`src/rtl/pdm_ctrl_pkg.sv`:
```
// Shared definitions for the PDM capture controller.
//   state_e   : FSM state encoding (value 3 is unused and recovers to IDLE)
//   cnt_width : bits needed to count from 0 up to and including n
package pdm_ctrl_pkg;

  typedef enum logic [1:0] {
    ST_IDLE   = 2'd0,
    ST_SETTLE = 2'd1,
    ST_RUN    = 2'd2
  } state_e;

  function automatic int cnt_width(input int n);
    return (n < 2) ? 1 : $clog2(n + 1);
  endfunction

endpackage

```
`src/rtl/pdm_capture_ctrl_if.sv`:
```
// Sample stream from the capture controller to the downstream consumer.
//   out_data  : signed FIFO head (first-word-fall-through)
//   out_valid : FIFO non-empty
//   out_ready : consumer accepts the head this cycle
interface pdm_capture_ctrl_if #(
  parameter int SAMPLE_DEPTH = 16
);
  logic signed [SAMPLE_DEPTH-1:0] out_data;
  logic                           out_valid;
  logic                           out_ready;

  modport master (output out_data, output out_valid, input out_ready);
  modport slave  (input out_data, input out_valid, output out_ready);
endinterface

```
`src/rtl/sample_fifo.sv`:
```
// Synchronous first-word-fall-through FIFO.
//   clk, rst  : clock, synchronous active-high reset
//   flush     : empties the FIFO next cycle; same-cycle push/pop discarded
//   push/push_data : write request; accepted when not full, or when full
//                    and a pop happens in the same cycle
//   pop       : read request, ignored while empty
//   head/valid: current head word and non-empty flag
//   full/level: full flag and occupancy
module sample_fifo #(
  parameter  int WIDTH = 16,
  parameter  int DEPTH = 8,
  localparam int AW    = $clog2(DEPTH)
) (
  input  logic             clk,
  input  logic             rst,
  input  logic             flush,
  input  logic             push,
  input  logic [WIDTH-1:0] push_data,
  input  logic             pop,
  output logic [WIDTH-1:0] head,
  output logic             valid,
  output logic             full,
  output logic [AW:0]      level
);

  logic [WIDTH-1:0] mem_q [DEPTH];
  logic [AW:0]      wr_ptr_q, wr_ptr_d;
  logic [AW:0]      rd_ptr_q, rd_ptr_d;
  logic             do_push, do_pop;

  // Pointers carry one extra wrap bit: equal pointers mean empty, equal
  // addresses with differing wrap bits mean full.
  always_comb begin
    valid    = (wr_ptr_q != rd_ptr_q);
    full     = (wr_ptr_q[AW] != rd_ptr_q[AW]) &&
               (wr_ptr_q[AW-1:0] == rd_ptr_q[AW-1:0]);
    level    = wr_ptr_q - rd_ptr_q;
    head     = mem_q[rd_ptr_q[AW-1:0]];
    do_pop   = pop && valid && !flush;
    do_push  = push && (!full || do_pop) && !flush;
    wr_ptr_d = wr_ptr_q;
    rd_ptr_d = rd_ptr_q;
    if (flush) begin
      wr_ptr_d = '0;
      rd_ptr_d = '0;
    end else begin
      if (do_push) wr_ptr_d = wr_ptr_q + 1'b1;
      if (do_pop)  rd_ptr_d = rd_ptr_q + 1'b1;
    end
  end

  always_ff @(posedge clk) begin
    if (rst) begin
      wr_ptr_q <= '0;
      rd_ptr_q <= '0;
      for (int i = 0; i < DEPTH; i++) mem_q[i] <= '0;
    end else begin
      wr_ptr_q <= wr_ptr_d;
      rd_ptr_q <= rd_ptr_d;
      if (do_push) mem_q[wr_ptr_q[AW-1:0]] <= push_data;
    end
  end

endmodule

```
`src/rtl/pdm_capture_ctrl.sv`:
```
// PDM microphone capture controller: gates the mic datapath, discards the
// power-up settle samples, decimates the strobe stream and buffers kept
// samples in an output FIFO.
//   clk, rst           : clock, synchronous active-high reset
//   enable             : capture request level
//   decim_ratio        : keep 1 of every decim_ratio+1 strobes (latched on start)
//   flush, overflow_clr: single-cycle pulses
//   pdm_rst, mic_clk_en: mic datapath controls (lag the FSM state by a cycle)
//   sample_in/stb      : incoming samples
//   out_if             : valid/ready sample stream
//   overflow           : sticky dropped-sample flag
//   state, fifo_level  : status
module pdm_capture_ctrl
  import pdm_ctrl_pkg::*;
#(
  parameter int SAMPLE_DEPTH   = 16,
  parameter int SETTLE_SAMPLES = 4096,
  parameter int DECIM_W        = 8,
  parameter int FIFO_DEPTH     = 8
) (
  input  logic                           clk,
  input  logic                           rst,
  input  logic                           enable,
  input  logic [DECIM_W-1:0]             decim_ratio,
  input  logic                           flush,
  input  logic                           overflow_clr,
  output logic                           pdm_rst,
  output logic                           mic_clk_en,
  input  logic signed [SAMPLE_DEPTH-1:0] sample_in,
  input  logic                           sample_stb,
  pdm_capture_ctrl_if.master             out_if,
  output logic                           overflow,
  output logic [1:0]                     state,
  output logic [$clog2(FIFO_DEPTH):0]    fifo_level
);

  localparam int SW = cnt_width(SETTLE_SAMPLES);

  logic [1:0]         state_q, state_d;
  logic [DECIM_W-1:0] ratio_q, ratio_d;
  logic [DECIM_W-1:0] decim_cnt_q, decim_cnt_d;
  logic [SW-1:0]      settle_cnt_q, settle_cnt_d;
  logic               pdm_rst_q, pdm_rst_d;
  logic               mic_clk_en_q, mic_clk_en_d;
  logic               overflow_q, overflow_d;
  logic               push, fifo_full, fifo_valid, ovf_set;
  logic [SAMPLE_DEPTH-1:0] fifo_head;

  always_comb begin
    state_d      = state_q;
    ratio_d      = ratio_q;
    decim_cnt_d  = decim_cnt_q;
    settle_cnt_d = settle_cnt_q;
    push         = 1'b0;
    case (state_q)
      ST_IDLE: if (enable) begin
        state_d      = ST_SETTLE;
        ratio_d      = decim_ratio;
        settle_cnt_d = '0;
        decim_cnt_d  = '0;
      end
      ST_SETTLE: begin
        if (!enable) state_d = ST_IDLE;
        else if (sample_stb) begin
          settle_cnt_d = settle_cnt_q + 1'b1;
          if (settle_cnt_q == SW'(SETTLE_SAMPLES - 1)) begin
            state_d     = ST_RUN;
            // Preload so the very first strobe in RUN is kept.
            decim_cnt_d = ratio_q;
          end
        end
      end
      ST_RUN: begin
        if (!enable) state_d = ST_IDLE;
        else if (sample_stb) begin
          if (decim_cnt_q == ratio_q) begin
            push        = 1'b1;
            decim_cnt_d = '0;
          end else begin
            decim_cnt_d = decim_cnt_q + 1'b1;
          end
        end
      end
      default: state_d = ST_IDLE;
    endcase

    // Mic controls follow the registered state, so they trail it by a cycle.
    mic_clk_en_d = (state_q == ST_SETTLE) || (state_q == ST_RUN);
    pdm_rst_d    = !mic_clk_en_d;

    // Drop only when full with no pop to make room; a flush discards the push.
    ovf_set    = push && fifo_full && !(fifo_valid && out_if.out_ready) && !flush;
    overflow_d = ovf_set ? 1'b1 : (overflow_clr ? 1'b0 : overflow_q);
  end

  always_ff @(posedge clk) begin
    if (rst) begin
      state_q      <= ST_IDLE;
      ratio_q      <= '0;
      decim_cnt_q  <= '0;
      settle_cnt_q <= '0;
      pdm_rst_q    <= 1'b1;
      mic_clk_en_q <= 1'b0;
      overflow_q   <= 1'b0;
    end else begin
      state_q      <= state_d;
      ratio_q      <= ratio_d;
      decim_cnt_q  <= decim_cnt_d;
      settle_cnt_q <= settle_cnt_d;
      pdm_rst_q    <= pdm_rst_d;
      mic_clk_en_q <= mic_clk_en_d;
      overflow_q   <= overflow_d;
    end
  end

  sample_fifo #(.WIDTH(SAMPLE_DEPTH), .DEPTH(FIFO_DEPTH)) u_fifo (
    .clk       (clk),
    .rst       (rst),
    .flush     (flush),
    .push      (push),
    .push_data (sample_in),
    .pop       (out_if.out_ready),
    .head      (fifo_head),
    .valid     (fifo_valid),
    .full      (fifo_full),
    .level     (fifo_level)
  );

  assign out_if.out_data  = fifo_head;
  assign out_if.out_valid = fifo_valid;
  assign pdm_rst          = pdm_rst_q;
  assign mic_clk_en       = mic_clk_en_q;
  assign overflow         = overflow_q;
  assign state            = state_q;

endmodule
```
`src/flat_wrapper.sv`:
```
// flat-port wrapper written by rule: the top's interface ports become plain ports
module pdm_capture_ctrl_flat import pdm_ctrl_pkg::*;
#(
  parameter int SAMPLE_DEPTH   = 16,
  parameter int SETTLE_SAMPLES = 4096,
  parameter int DECIM_W        = 8,
  parameter int FIFO_DEPTH     = 8
)
  (clk, rst, enable, decim_ratio, flush, overflow_clr, pdm_rst, mic_clk_en, sample_in, sample_stb, overflow, state, fifo_level, out_if_out_data, out_if_out_valid, out_if_out_ready);
  pdm_capture_ctrl_if #(.SAMPLE_DEPTH(SAMPLE_DEPTH)) out_if_i ();
  input  logic clk;
  input  logic rst;
  input  logic enable;
  input  logic [DECIM_W-1:0] decim_ratio;
  input  logic flush;
  input  logic overflow_clr;
  output logic pdm_rst;
  output logic mic_clk_en;
  input  logic signed [SAMPLE_DEPTH-1:0] sample_in;
  input  logic sample_stb;
  output logic overflow;
  output logic [1:0] state;
  output logic [$clog2(FIFO_DEPTH):0] fifo_level;
  output wire logic [$bits(out_if_i.out_data)-1:0] out_if_out_data;
  output wire logic [$bits(out_if_i.out_valid)-1:0] out_if_out_valid;
  input wire logic [$bits(out_if_i.out_ready)-1:0] out_if_out_ready;
  assign out_if_out_data = out_if_i.out_data;
  assign out_if_out_valid = out_if_i.out_valid;
  assign out_if_i.out_ready = out_if_out_ready;
  pdm_capture_ctrl #(.SAMPLE_DEPTH(SAMPLE_DEPTH), .SETTLE_SAMPLES(SETTLE_SAMPLES), .DECIM_W(DECIM_W), .FIFO_DEPTH(FIFO_DEPTH)) u_core (.clk(clk), .rst(rst), .enable(enable), .decim_ratio(decim_ratio), .flush(flush), .overflow_clr(overflow_clr), .pdm_rst(pdm_rst), .mic_clk_en(mic_clk_en), .sample_in(sample_in), .sample_stb(sample_stb), .out_if(out_if_i), .overflow(overflow), .state(state), .fifo_level(fifo_level));
endmodule
```
`config.mk`:
```
export PLATFORM = sky130hd
export DESIGN_NAME = pdm_capture_ctrl_flat
export DESIGN_NICKNAME = d
export VERILOG_FILES = /design/src/rtl/pdm_ctrl_pkg.sv /design/src/rtl/pdm_capture_ctrl_if.sv /design/src/rtl/sample_fifo.sv /design/src/rtl/pdm_capture_ctrl.sv /design/src/flat_wrapper.sv
export SDC_FILE = /design/constraint.sdc
export NUM_CORES = 1
export LEC_CHECK = 0
export CAP_MARGIN = 20
export CELL_PAD_IN_SITES_DETAIL_PLACEMENT = 1
export CELL_PAD_IN_SITES_GLOBAL_PLACEMENT = 1
export CORE_UTILIZATION = 45
export CTS_CLUSTER_SIZE = 10
export DETAILED_ROUTE_END_ITERATION = 7
export GPL_TIMING_DRIVEN = 0
export PLACE_DENSITY_LB_ADDON = 0.1
export SLEW_MARGIN = 25
export SYNTH_ARGS = -nofsm -noshare
export SYNTH_HDL_FRONTEND = slang
export SYNTH_SLANG_ARGS = --single-unit
export TNS_END_PERCENT = 10
```
`constraint.sdc`:
```
create_clock -name clk -period 2.9 [get_ports clk]
set_input_delay 0.87 -clock clk [delete_from_list [all_inputs] [get_ports clk]]
set_output_delay 0.87 -clock clk [all_outputs]
set_load 0.005 [all_outputs]
```
# ---- Word level (Yosys, flattened, before mapping)
# Memory sizes are Yosys's and may differ from the RTL's. A register that Yosys moved wholly into a read port is not among the register bits.
# Cells that the tools add are included.
dict set report classes {
  n_reduce_logical 24
  n_addsub 5
  n_eq_ne 16
  muxes 34
}
# operator count
set op_table {}
lappend op_table {{two-way mux 8 bit} 7}
lappend op_table {{two-way mux 13 bit} 3}
lappend op_table {{case mux 13 bit (2 select lines)} 1}
lappend op_table {{case mux 8 bit (3 select lines)} 1}
lappend op_table {{two-way mux 16 bit} 1}
lappend op_table {{OR reduction 16 bit} 1}
lappend op_table {{adder 13 x 1 -> 13 bit (second input constant)} 1}
lappend op_table {{equality test 13 x 12 -> 1 bit (second input constant)} 1}
lappend op_table {{two-way mux 1 bit} 12}
lappend op_table {{!= test 2 bit (second input constant)} 6}
lappend op_table {{two-way mux 2 bit} 5}
lappend op_table {{two-way mux 3 bit} 3}
lappend op_table {{adder 4 x 1 -> 4 bit (second input constant)} 2}
lappend op_table {{adder 8 x 1 -> 8 bit (second input constant)} 1}
lappend op_table {{equality test 8 bit} 1}
lappend op_table {{logical AND 1 bit} 8}
lappend op_table {{AND reduction 4 bit} 2}
lappend op_table {{AND reduction 7 bit} 1}
lappend op_table {{case mux 2 bit (3 select lines)} 1}
lappend op_table {{logical NOT 1 bit} 4}
lappend op_table {{!= test 4 bit} 1}
lappend op_table {{nonzero test 2 bit} 2}
lappend op_table {{subtractor 4 bit} 1}
lappend op_table {{equality test 3 bit} 1}
lappend op_table {{11 further kinds} 12}
dict set report totals {
  regBits 42
  ram_bits 128
  mem_count 1
  in_bits 31
  word_cells 89
}
# name depth word_bits rd rd_ports_with_merged_regs write_ports line
set memory_table {}
lappend memory_table {u_core.u_fifo.mem_q 8 16 1 1 8 sample_fifo.sv:26} ;# logic [WIDTH-1:0] mem_q [DEPTH];

# ---- Longest topological paths before layout
dict set report logic_depth {
  depth_word 12
  depth_mapped 8
  ltp_nobuf 7
}

# ---- By module
# Synthesis repeated with hierarchy kept, for this count alone.
dict set report unflattened {
  hier_cells 680
  hier_area_um2 8187.9
}
# mod n_inst seq_area_each_um2 cells_per_inst area_per_inst_um2
set by_module_without_submodules {}
lappend by_module_without_submodules {sample_fifo 1 4063.9 465 6357.3}
lappend by_module_without_submodules {pdm_capture_ctrl 1 680.7 215 1830.5}

# ---- Worst setup path before layout
# OpenSTA, ideal clock, no wires.
dict set report synth_timing {
  path_type {register to output}
  start {register (tool-made name)}
  end {output out_if_out_data[0]}
  path_slack_ns 0.429
  required_ns 2.030
  path_buffers 2
  t_arrival_ns 1.601
  path_stages_with_launch 5
  path_cell_list {dfxtp_1 clkbuf_1 buf_2 mux4_2 mux2_2}
}
# element line
set synth_lines {}
lappend synth_lines {{to (decl)} flat_wrapper.sv:24} ;# output wire logic [$bits(out_if_i.out_data)-1:0] out_if_out_data;

==> flow_summary.yaml <==
grt:
  grt_busiest_layer: "met2"
  grtUsageMet1_pct: 31.2
  first_global_vias: 5995
  grt_start_max_net_pins: 17
  grt_pass1_wl_mm: 34.1
  grt_usage_pct: 25.8
  grt_overflow: 0
  antenna_found_initial: 0
  grt_use_met3_pct: 3.30
  met2_usage_pct: 46.4
setup_path:
  crit_fanout: 5
  end_kind: "output port"
  critPathSlowestCell: "mux4_2"
  critPathBufInv: 4
  cp_cell_sequence: "buf_6 -> buf_16 -> buf_6 -> mux4_2 -> mux2_4 -> buf_6"
  cp_common_cell: "buf_6"
  critPathKind: "flop to output port"
  cp_top_family: "multiplexers"
  slowest_delay_ns: 0.50
  required_ns: 2.03
  critPathLaunchType: "flop"
  cp.arrival_ns: 2.10
yosys:
  seq_area_frac_synth_pct: 59.5
  synth_flop_cell: "edfxtp_1"
  synth_nets: 695
  synth_area_leader_cell: "edfxtp_1"
  synth_top_area_share_pct: 48.2
  syn_area_sq_um: 7980
  synth_edf_count: 128
  ys_ff_latch: 173
  synth.distinct_cells: 55
  synth_area_leaders: "edfxtp_1, dfxtp_1, mux4_2"
  syn_inst: 653
  yosysMostFrequentCell: "nor2_1"
  avgSynthCellArea_sq_um: 12.2
  ys_async_sr_fraction_pct: 0
  yosysWarnings: 0
  ys_top_cells_by_count: "nor2_1, edfxtp_1, dfxtp_1, nand2_1, mux4_2"
pwr:
  p_leak_nw: 3.46
  power_mw: 5.62
  p_per_area_nw_per_um2: 574
  vdd_drop_max_v: 0.000497
cts:
  cts_num_sinks: 173
  htree_num_levels: 4
  cts_root_buf: "clkbuf_16"
  numCtsBuffers: 17
  clock_latency_ns: 0.43
  cts.path.max_buffers: 2
  clk_pin_slew_ns: 0.07
  cts_tree: "done"
layout:
  fillCellCount: 1764
  antenna_cells: 0
  areaGrowthSynthToFinish_pct: 22.9
  nets: 789
  design_area_sq_um: 9800
  drive_gt1_share_pct: 20.3
floorplanning:
  start_util_pct: 46.1
  core_sq_um: 17300
  fp-row-count: 48
  ioPinCount: 57
  die_h_um: 135
  die_w_um: 135
  fp.dieArea_sq_um: 18300
placed_design:
  placed_area_sq_um: 8820
  hpwl_mm: 13.9
  io_buffers: 56
  place_worst_setup_slack_ns: -0.608
  globalplace.congestion: 0.828
routing:
  dr.first_iter.drc_count: 349
  wl_per_cell_um: 22.4
  drt_wl_total_mm: 22.1
  vias: 5605
  drc: 0
  ant_nets: 0
  drtPass1Iterations: 4
  vias_per_cell: 5.70
sta:
  finalCritPeriodShare_pct: 103
  hold_viol_final: 0
  drv_slew: 0
  layout_setup_ws_ns: -0.0738
  setup_viol: 4
  rsz0062_at_grt: "true"
  relSlewSlack_pct: 45.4
  layout_min_cycle_time_ns: 2.97
  max_freq_ghz: 0.336
  worst_pin_slew_ns: 0.819
  finalClockSkew_ns: 0.0112
status:
  violations: "setup timing"
  outcome: "finished, violations left"
job:
  maxCapViolations: 0
min_path:
  worstHoldPathType: "flop to flop"
cell families after synthesis:
family	after synthesis	share of synthesized area, %
and+or+nand+nor	270	15.5
DFF	173	59.5
AOI/OAI and AO/OA	67	5.81
buffers and inverters	57	3.03
muxes	52	11.8
xor gates and xnor gates	23	2.53
adders and majority gates	11	1.82
power breakdown:
part / switching, mW / internal (mW) / leakage (nW)
clock network: 0.988 / 1.19 / 0.248
logic: 0.383 / 0.267 / 1.52
registers: 0.0529 / 2.75 / 1.69
through the flow:
| stage | hold WS (ns) | utilization (%) | setup TNS (ns) | instances |
|---|---|---|---|---|
| after global routing | 0.514 | 56.7 | -0.875 | 984 |
| after floorplan | 0.456 | - | 0 | 653 |
| final | 0.487 | 56.7 | -0.187 | 984 |
| after CTS | 0.491 | 56.0 | -13.73 | 978 |
| after global placement | 0.470 | 51.0 | -100.05 | 934 |
| after detailed placement | 0.482 | 51.0 | -105.85 | 934 |
worst reg2reg max path: stages (launching register included):
cell      delay [ns]
dfxtp_4         0.40
inv_2           0.07
ha_2            0.34
nand3_1         0.09
or3_1           0.31
clkbuf_1        0.23
nand4_1         0.26
clkbuf_1        0.57
nor2_1          0.14
layout make-up:
| class | count | area, sq um | area share [%] |
|---|---|---|---|
| buffer | 36 | 245 | 2.50 |
| clock buffer | 19 | 433 | 4.42 |
| clock inverter | 12 | 116 | 1.19 |
| inverter | 19 | 71.3 | 0.727 |
| multi-input combinational | 423 | 3090 | 31.6 |
| sequential | 173 | 4760 | 48.5 |
| tap | 225 | 282 | 2.87 |
| timing repair buffer | 77 | 803 | 8.19 |
worst paths after layout:
| kind | cells after the start | from | slack [ns] | endpoint |
|---|---|---|---|---|
| max | 6 | flop | -0.07 | out_if_out_data[7] |
| min | 2 | u_core.ratio_q[0] | 0.49 | u_core.ratio_q[0] |
| max reg2reg | 8 | u_core.u_fifo.wr_ptr_q[0] | 0.22 | u_core.u_fifo.mem_q[6][5] |
| min reg2reg | 2 | u_core.ratio_q[0] | 0.49 | u_core.ratio_q[0] |
cells in the final DEF, fill, tap and decap left out, drive strengths merged, types with 11 or more instances in the layout:
master	count
o21ai	11
nand2	36
inv	22
mux2	17
nand2b	16
buf	36
nor2	151
clkbuf	55
nand3	21
mux4	32
clkdlybuf4s50	37
dfxtp	45
xnor2	11
a21oi	16
edfxtp	128
xor2	12
layer usage:
| metal | vias to the layer above | part of all wire (%) |
|---|---|---|
| li1 | 2569 | - |
| met1 | 2869 | 41 |
| met2 | 151 | 54 |
| met3 | 16 | 4.2 |
| met4 | 0 | 1.3 |
| met5 | - | 0 |
repair_timing:
action,in CTS,in global routing
cloned,1,0
buffers inserted,15,6
endpoints found under the setup margin,132,135
gates resized for setup,109,24
hold buffers,0,0
pin swaps,1,0
flip-flops by register name, summed over array words and instances, names as in the netlist, named ones only:
| name | count |
|---|---|
| u_core.mic_clk_en | 1 |
| u_core.pdm_rst | 1 |
| u_core.u_fifo.mem_q | 128 |
| u_core.settle_cnt_q | 13 |
| u_core.decim_cnt_q | 8 |
| u_core.u_fifo.rd_ptr_q | 4 |
| u_core.u_fifo.wr_ptr_q | 4 |
| u_core.state | 2 |
| u_core.overflow | 1 |
| u_core.ratio_q | 8 |
No activity file was read; power rests on OpenSTA's default activity.
